File: src/rtl/pll_clk_mgr.sv
// pll_clk_mgr: qualifies the PLL lock, releases a synchronous downstream
// reset once the clock is stable, produces NCH programmable clock-enable
// strobes and counts lock-loss events.
// Inputs are plain levels: locked_raw is asynchronous to clock_in, and div
// is a static configuration bus sampled every cycle. Outputs are levels,
// except ce, whose bits are one-cycle strobes. No valid/ready handshake is
// involved.
module pll_clk_mgr #(
   parameter int NCH         = 4,
   parameter int DIV_W       = 8,
   parameter int LOCK_WAIT   = 1024,
   parameter int GLITCH_FILT = 4
) (
   input  logic                 clock_in,
   input  logic                 resetb,
   input  logic                 locked_raw,
   input  logic [NCH*DIV_W-1:0] div,
   output logic [NCH-1:0]       ce,
   output logic                 rst_out_n,
   output logic                 ready,
   output logic [7:0]           lost_cnt,
   output logic [1:0]           state
);

   localparam int SET_W = $clog2(LOCK_WAIT);
   localparam int LOW_W = (GLITCH_FILT > 1) ? $clog2(GLITCH_FILT) : 1;
   localparam logic [SET_W-1:0] SET_LAST = SET_W'(LOCK_WAIT - 1);
   localparam logic [LOW_W-1:0] LOW_LAST = LOW_W'(GLITCH_FILT - 1);

   typedef enum logic [1:0] {
      ST_WAIT_LOCK = 2'd0,
      ST_SETTLE    = 2'd1,
      ST_RUN       = 2'd2,
      ST_FAULT     = 2'd3
   } state_t;

   logic             r_sync1;
   logic             r_sync2;
   logic             w_lock_s;
   state_t           r_state;
   state_t           w_state_nxt;
   logic [SET_W-1:0] r_settle_cnt;
   logic [SET_W-1:0] w_settle_nxt;
   logic [LOW_W-1:0] r_low_cnt;
   logic [LOW_W-1:0] w_low_nxt;
   logic [7:0]       r_lost_cnt;
   logic             r_ready;
   logic             r_rst_n;

   assign w_lock_s  = r_sync2;
   assign state     = r_state;
   assign ready     = r_ready;
   assign rst_out_n = r_rst_n;
   assign lost_cnt  = r_lost_cnt;

   // Two-flop synchroniser bringing the PLL lock into the clock_in domain.
   always_ff @(posedge clock_in or negedge resetb) begin
      if (!resetb) begin
         r_sync1 <= 1'b0;
         r_sync2 <= 1'b0;
      end else begin
         r_sync1 <= locked_raw;
         r_sync2 <= r_sync1;
      end
   end

   // State register plus qualification counters, lost-lock counter and the
   // registered ready/reset outputs (state==RUN delayed by one cycle).
   always_ff @(posedge clock_in or negedge resetb) begin
      if (!resetb) begin
         r_state      <= ST_WAIT_LOCK;
         r_settle_cnt <= '0;
         r_low_cnt    <= '0;
         r_lost_cnt   <= 8'd0;
         r_ready      <= 1'b0;
         r_rst_n      <= 1'b0;
      end else begin
         r_state      <= w_state_nxt;
         r_settle_cnt <= w_settle_nxt;
         r_low_cnt    <= w_low_nxt;
         r_ready      <= (r_state == ST_RUN);
         r_rst_n      <= (r_state == ST_RUN);
         if ((r_state == ST_FAULT) && (r_lost_cnt != 8'hFF)) begin
            r_lost_cnt <= r_lost_cnt + 8'd1;
         end
      end
   end

   // Next-state logic: settle timing in SETTLE, low-run glitch filter in RUN.
   always_comb begin
      w_state_nxt  = r_state;
      w_settle_nxt = '0;
      w_low_nxt    = '0;
      case (r_state)
         ST_WAIT_LOCK: begin
            if (w_lock_s) w_state_nxt = ST_SETTLE;
         end
         ST_SETTLE: begin
            if (!w_lock_s) begin
               w_state_nxt = ST_WAIT_LOCK;
            end else if (r_settle_cnt == SET_LAST) begin
               w_state_nxt = ST_RUN;
            end else begin
               w_settle_nxt = r_settle_cnt + SET_W'(1);
            end
         end
         ST_RUN: begin
            if (!w_lock_s) begin
               if (r_low_cnt == LOW_LAST) begin
                  w_state_nxt = ST_FAULT;
               end else begin
                  w_low_nxt = r_low_cnt + LOW_W'(1);
               end
            end
         end
         ST_FAULT: begin
            w_state_nxt = ST_WAIT_LOCK;
         end
         default: begin
            w_state_nxt = ST_WAIT_LOCK;
         end
      endcase
   end

   // Per-channel dividers; all counters start together on RUN entry so equal
   // divisors stay phase-aligned. A divisor change applies immediately and
   // the ">=" compare wraps a counter already past the new terminal value.
   for (genvar g = 0; g < NCH; g++) begin : g_ch
      logic [DIV_W-1:0] w_div;
      logic [DIV_W-1:0] w_last;
      logic             w_wrap;
      logic [DIV_W-1:0] r_cnt;

      assign w_div  = div[g*DIV_W +: DIV_W];
      assign w_last = (w_div == '0) ? '0 : (w_div - DIV_W'(1));
      assign w_wrap = (r_cnt >= w_last);
      assign ce[g]  = (r_state == ST_RUN) && w_wrap;

      // Counter held at zero outside RUN, wraps on the strobe cycle.
      always_ff @(posedge clock_in or negedge resetb) begin
         if (!resetb) begin
            r_cnt <= '0;
         end else if (r_state != ST_RUN) begin
            r_cnt <= '0;
         end else if (w_wrap) begin
            r_cnt <= '0;
         end else begin
            r_cnt <= r_cnt + DIV_W'(1);
         end
      end
   end

endmodule

File: config.mk
export PLATFORM = sky130hd
export DESIGN_NAME = pll_clk_mgr
export DESIGN_NICKNAME = d
export VERILOG_FILES = /design/src/rtl/pll_clk_mgr.sv
export SDC_FILE = /design/constraint.sdc
export NUM_CORES = 1
export LEC_CHECK = 0
export BUFFER_PORTS_ARGS = -buffer_cell sky130_fd_sc_hd__buf_2
export CAP_MARGIN = 10
export CELL_PAD_IN_SITES_DETAIL_PLACEMENT = 0
export CELL_PAD_IN_SITES_GLOBAL_PLACEMENT = 1
export CORE_AREA = 2 2 83 124
export DETAILED_ROUTE_END_ITERATION = 10
export DIE_AREA = 0 0 85 126
export PLACE_DENSITY = 0.86
export REMOVE_ABC_BUFFERS = 1
export SYNTH_ARGS = -nofsm -noshare
export SYNTH_HDL_FRONTEND = slang
export SYNTH_SLANG_ARGS = --single-unit
export TNS_END_PERCENT = 30
File: constraint.sdc
create_clock -name clock_in -period 3.6 [get_ports clock_in]
set_input_delay 0.54 -clock clock_in [delete_from_list [all_inputs] [get_ports clock_in]]
set_output_delay 0.54 -clock clock_in [all_outputs]
set_load 0.05 [all_outputs]
==> run_results.csv, run 1 <==
group,metric,value,unit
outcome,status,"complete, no violations",
yosys,async_flop_share,100.0,%
cts,path_clk_slew,0.05,ns
yosys,synthCells,406,
layout,regArea,1426,um2
layout,layout-drive-gt1-share,18.37,%
place,io_buffers,50,
detailed_routing,drt-initial-drc-count,142,
detailed_routing,drc,0,
die,dieArea,10710,um2
global_routing,track_usage,15.34,%
die,initial_core_util,39.17,%
critical_path,cp_slowest_stage_delay,0.42,ns
detailed_routing,viasPerCell,5.290,
power_and_ir_drop,power.density,378.3,nW/um2
global_routing,grt_pass1_vias,3208,
flow_run,maxCapViolCount,0,
yosys,synth_edf_count,0,
global_routing,antenna_found_initial,0,
layout,fill_cells,912,
power_and_ir_drop,power,1.750,mW
place,dp_hpwl,5778,um
yosys,synth_top_flop_cell,"dfrtp_1",
cts,htreeDepth,3,
detailed_routing,avgRoutedWirePerCell,12.89,um
cts,cts_buffer_depth,2,
global_routing,grt_overflow,0,
place,place_ws,-0.02546,ns
cts,cts_root_buffer,"clkbuf_16",
power_and_ir_drop,power.leakage,2.308,nW
critical_path,worstPathMaxFanout,6,
timing,hold_viol_final,0,
timing,setup_viol,0,
die,die_w,85,um
yosys,synthesis.area,3774,um2
yosys,postSynthAreaPerCell,9.295,um2
place,place_congestion,0.8367,
detailed_routing,wirelength,7658,um
die,num_rows,44,
layout,multi_input_area,2300,um2
critical_path,worstSetupPathType,"in2out",
cts,cts_buffers,9,
critical_path,cp_slowest_cell,"or3b_4",
cts,cts_tree,"done",
global_routing,grt_start_max_net_pins,36,
timing,fmax,284.2,MHz
critical_path,crit_chain,"buf_2, or3_1, or3_4, or3b_4, nand2_2, ha_1, or3_1, a21oi_1, o31ai_1, and2_1, buf_6",
critical_path,cp_common_cell,"or3_1",
critical_path,start_kind,"input pin",
layout,fin_nets,552,
critical_path,rr_startpoint,"g_ch[0].r_cnt[2]",
timing,worstMarginPinSlew,0.7836,ns
timing,final.period_utilization,97.74,%
timing,period_needed,3.518,ns
timing,rsz0062_at_grt,"yes",
yosys,synth_top_cell_by_area,"dfrtp_1",
critical_path,worstPathArrival,2.98,ns
timing,slew_headroom,47.76,%
timing,worst_slack,0.08151,ns
critical_path,end_kind,"primary output",
detailed_routing,drtAntennaViolNets,0,
global_routing,grt_pass1_wl,13410,um
timing,finalClockSkew,0.007042,ns
die,design.core.area,9634,um2
hold_path,hold_class,"in2async",
critical_path,critPathRequiredTime,3.06,ns
cts,cts_hold_buf,0,
power_and_ir_drop,ir_worst_vdd,0.3051,mV
layout,area_growth,22.61,%
cts,clk_latency,0.32,ns
yosys,ys_types,35,
cts,cts.sinks,57,
detailed_routing,drt-pass1-iter-count,4,
die,pin_count,51,
detailed_routing,dr_total_vias,3142,
yosys,ys_seq_area_share,37.80,%
critical_path,ff2ff_setup_slack,1.72,ns
yosys,yosys.area.top_type_share,37.80,%
yosys,synth-seq-cells,57,
critical_path,critPathTopFamily,"simple AND/OR/NAND/NOR gates",
yosys,yosysWarnings,0,
timing,finalSetupTns,0,ns
cts,cts_setup_buffers,0,
timing,slew_violations,0,
critical_path,r2r-end,"g_ch[0].r_cnt[3]",
critical_path,rr_worst_depth,6,
critical_path,cp_num_buf_inv,2,
layout,n_antenna_cell,0,
yosys,synth.area.top_cells,"dfrtp_1 38%, ha_1 14%, xor2_1 8.4%, nor3_1 5.8%, nand3_1 3.7%",
die,die_y,126,um
layer usage:
metal / vias to the layer above / part of all wire [%] / track usage [%] / routed length [um]
li1: 1575 / - / - / -
met1: 1491 / 38 / 16.37 / 2940
met3: 13 / 3.3 / 3.604 / 251
met2: 63 / 56 / 28.54 / 4303
met5: - / 0 / 0 / 0
met4: 0 / 2.1 / 5.976 / 162
cell usage after synthesis (all sizes together) (6+ instances only):
master  number
dfrtp       57
nor3        44
ha          43
xor2        36
nand2       29
nand3       28
nor2        25
a21oi       17
xnor2       16
inv         15
nand2b      11
or3         10
and2         9
and3         9
nor2b        7
or4          6
sequential cells by signal, indices dropped and copies added (netlist names), named ones only:
name / cells
g_ch.r_cnt: 32
r_settle_cnt: 10
lost_cnt: 8
r_low_cnt: 2
r_sync1: 1
r_sync2: 1
rst_out_n: 1
state: 1
logic make-up after synthesis:
logic type               after synthesis  synth area share, %
AND/OR/NAND/NOR                      192                26.49
AO/OA/AOI/OAI                         36                5.836
flip-flops                            57                37.80
multiplexers                           5                1.359
XOR/XNOR                              52                12.07
adder cells (fa/ha/maj)               43                14.26
buffers and inverters                 21                2.188
worst max-delay path by stage:
| stage | start | to | slack, ns | depth (start not counted) |
|---|---|---|---|---|
| CTS | div[24] | ce[3] | 0.01 | 13 |
| global placement | div[11] | ce[1] | 0.03 | 11 |
| floorplan | div[11] | ce[1] | -0.30 | 9 |
| detailed placement | div[11] | ce[1] | -0.03 | 11 |
| global route | div[11] | ce[1] | -0.03 | 11 |
| finish | div[11] | ce[1] | 0.08 | 11 |
worst register-to-register path, delay by kind of cell, from the launching register on:
kind / cells / cell delay [ns]
buffers and inverters: 1 / 0.17
and+or+nand+nor: 2 / 0.70
DFF: 1 / 0.43
AOI/OAI and AO/OA: 2 / 0.26
adders and majority gates: 1 / 0.23
cell usage in the layout (no fill, tap or decap), types with 6 or more instances in the layout:
cell and count:
dfrtp_1 57, nor2_1 25, xnor2_1 16, nand3_1 28
buf_2 47, and3_1 9, or3_1 6, xor2_1 36
and2_1 8, ha_1 43, nand2_1 28, nor2b_1 6
inv_1 15, clkbuf_16 9, a21oi_1 17, nor3_1 44
buf_4 13, nand2b_1 11, or4_1 6
report_power, final:
group,switching (mW),total (mW),internal [mW]
clock,0.277,0.969,0.692
combinational,0.0742,0.134,0.0601
sequential,0.00227,0.647,0.645
total,0.353,1.75,1.40
per-stage QoR:
step / util, % / instance area [um2] / instances / hold WS, ns
6_report: 48.03 / 4627 / 594 / 0.3042
3_3_place_gp: 43.96 / 4235 / 578 / 0.3321
2_1_floorplan: - / 3751 / 401 / 0.2444
5_1_grt: 48.03 / 4627 / 594 / 0.3141
3_5_place_dp: 43.96 / 4235 / 578 / 0.3451
4_1_cts: 47.62 / 4588 / 594 / 0.3209
layout make-up:
cell class	count	share of cell area, %
Clock buffer	11	5.246
Sequential cell	57	30.83
Inverter	16	1.298
Timing Repair Buffer	62	7.599
Tap cell	115	3.110
Multi-Input combinational cell	328	49.70
Clock inverter	5	2.217
what timing repair did:
item	4_1_cts	5_1_grt
endpoints found under the setup margin	2	4
gates resized for setup	2	12
gates cloned	0	0
pin swaps	0	2
Note: power is estimated with default switching activity, not from simulation.
==> run 2, diff against run 1 <==
--- a/config.mk
+++ b/config.mk
@@ -12,7 +12,7 @@
 export CORE_AREA = 2 2 83 124
 export DETAILED_ROUTE_END_ITERATION = 10
 export DIE_AREA = 0 0 85 126
-export PLACE_DENSITY = 0.86
+export PLACE_DENSITY = 0.74
 export REMOVE_ABC_BUFFERS = 1
 export SYNTH_ARGS = -nofsm -noshare
 export SYNTH_HDL_FRONTEND = slang
==> run_results.csv, run 2 (synthesized netlist as in run 1, its figures left out) <==
group,metric,value,unit
place,placed_area,4243,um2
timing,slew_headroom,45.91,%
critical_path,end_kind,"primary output",
detailed_routing,drc,0,
critical_path,r2r-end,"g_ch[2].r_cnt[7]",
cts,cts_buffer_depth,2,
timing,finalClockSkew,0.003752,ns
cts,path_clk_slew,0.05,ns
detailed_routing,viasPerCell,5.128,
critical_path,start_kind,"input pin",
cts,cts_hold_buf,0,
die,design.core.area,9634,um2
global_routing,grt_start_max_net_pins,37,
die,die_w,85,um
power_and_ir_drop,power.leakage,2.281,nW
timing,final.period_utilization,98.28,%
global_routing,track_usage,15.18,%
place,place_ws,-0.1128,ns
hold_path,hold_class,"in2async",
critical_path,worstPathArrival,3.00,ns
timing,setup_viol,0,
layout,regMostFlops,"g_ch.r_cnt",
critical_path,worstSetupPathType,"in2out",
die,num_rows,44,
die,pin_count,51,
place,dp_hpwl,5683,um
power_and_ir_drop,ir_worst_vdd,0.2603,mV
critical_path,critPathRequiredTime,3.06,ns
detailed_routing,drt-pass1-iter-count,4,
cts,cts_buffers,9,
layout,fin_nets,553,
layout,n_antenna_cell,0,
critical_path,path_depth,11,
detailed_routing,drtAntennaViolNets,0,
flow_run,maxCapViolCount,0,
critical_path,worstPathMaxFanout,4,
timing,worst_slack,0.06185,ns
critical_path,crit_chain,"buf_2, or3_1, or3_1, or3b_4, and2_4, ha_1, nand2b_1, a21oi_1, o31ai_2, and2_4, buf_6",
layout,fin_area,4563,um2
timing,fmax,282.6,MHz
critical_path,ff2ff_setup_slack,1.72,ns
critical_path,cp_slowest_cell,"or3b_4",
layout,largest_reg_flops,32,
timing,rsz0062_at_grt,"yes",
timing,worstMarginPinSlew,0.8113,ns
cts,cts_tree,"done",
layout,layout_common_cells,"57 x dfrtp_1, 48 x buf_2, 44 x nor3_1, 43 x ha_1, 36 x xor2_1",
global_routing,grt_pass1_vias,3049,
cts,cts_root_buffer,"clkbuf_16",
critical_path,cp_num_buf_inv,2,
critical_path,cp_slowest_stage_delay,0.42,ns
die,initial_core_util,39.17,%
cts,cts.sinks,57,
timing,hold_viol_final,0,
critical_path,startpoint,"div[11]",
timing,slew_violations,0,
die,dieArea,10710,um2
place,place_congestion,0.7714,
critical_path,rr_worst_depth,6,
power_and_ir_drop,power.density,335.2,nW/um2
global_routing,grt_overflow,0,
cts,htreeDepth,3,
outcome,status,"complete, no violations",
layout,area_growth,20.92,%
cts,clk_latency,0.32,ns
detailed_routing,avgRoutedWirePerCell,12.70,um
place,io_buffers,50,
layout,layout-drive-gt1-share,19.00,%
global_routing,grt_pass1_wl,13260,um
detailed_routing,wirelength,7541,um
cts,cts_setup_buffers,0,
critical_path,critPathTopFamily,"simple AND/OR/NAND/NOR gates",
die,die_y,126,um
timing,period_needed,3.538,ns
layout,final_common_cell,"dfrtp_1",
critical_path,rr_startpoint,"g_ch[2].r_cnt[1]",
global_routing,antenna_found_initial,0,
detailed_routing,dr_total_vias,3046,
detailed_routing,drt-initial-drc-count,146,
run 2: cell count changes in the layout (fill, tap and decap cells not counted), moves of 2 or more:
cell / delta
a21oi_1: -2
a21oi_2: +2
bufinv_16: -3
o31ai_1: -3
o31ai_2: +3
run 2: worst max-delay path by stage:
stage               endpoint
global placement       ce[1]
CTS                    ce[1]
detailed placement     ce[1]
floorplan              ce[1]
global route           ce[0]
finish                 ce[1]
run 2: area by class of cell:
| type | instances | area, um2 |
|---|---|---|
| tap | 115 | 143.9 |
| clock buffer | 12 | 246.5 |
| clock inverter | 3 | 17.52 |
| timing repair buffer | 63 | 356.6 |
| fill | 938 | 5071 |
| inverter | 16 | 60.06 |
| sequential | 57 | 1426 |
| multi-input combinational | 328 | 2312 |
run 2: per-layer routing:
layer  routed length (um)  global-route usage (%)  up-vias
li1                     -                       -     1562
met1                 3305                   18.11     1430
met3                  256                   3.014        9
met4                  131                   6.443        0
met5                    0                       0        -
met2                 3847                   26.24       45
run 2: repair_timing:
action	in CTS	in global routing
pin swaps	0	1
endpoints found under the setup margin	1	4
endpoints found under the hold margin	0	0
resized for setup	4	10
run 2: where the power goes:
group | switching, mW | internal, mW | total, mW
registers | 0.00228 | 0.645 | 0.647
clock network | 0.271 | 0.476 | 0.747
logic | 0.0746 | 0.0609 | 0.135
run 2: metrics by stage:
stage / util, % / hold slack [ns] / instances / setup TNS (ns) / total power, mW
after detailed placement: 44.04 / 0.3411 / 579 / -0.1128 / 0.7911
after global placement: 44.04 / 0.3340 / 579 / -0.1043 / 0.7876
after global routing: 47.36 / 0.3094 / 594 / -0.1223 / 1.609
after floorplan: - / 0.2444 / 401 / -0.6154 / 0.7286
after CTS: 46.94 / 0.3124 / 594 / 0 / 1.550
final: 47.36 / 0.3150 / 594 / 0 / 1.530
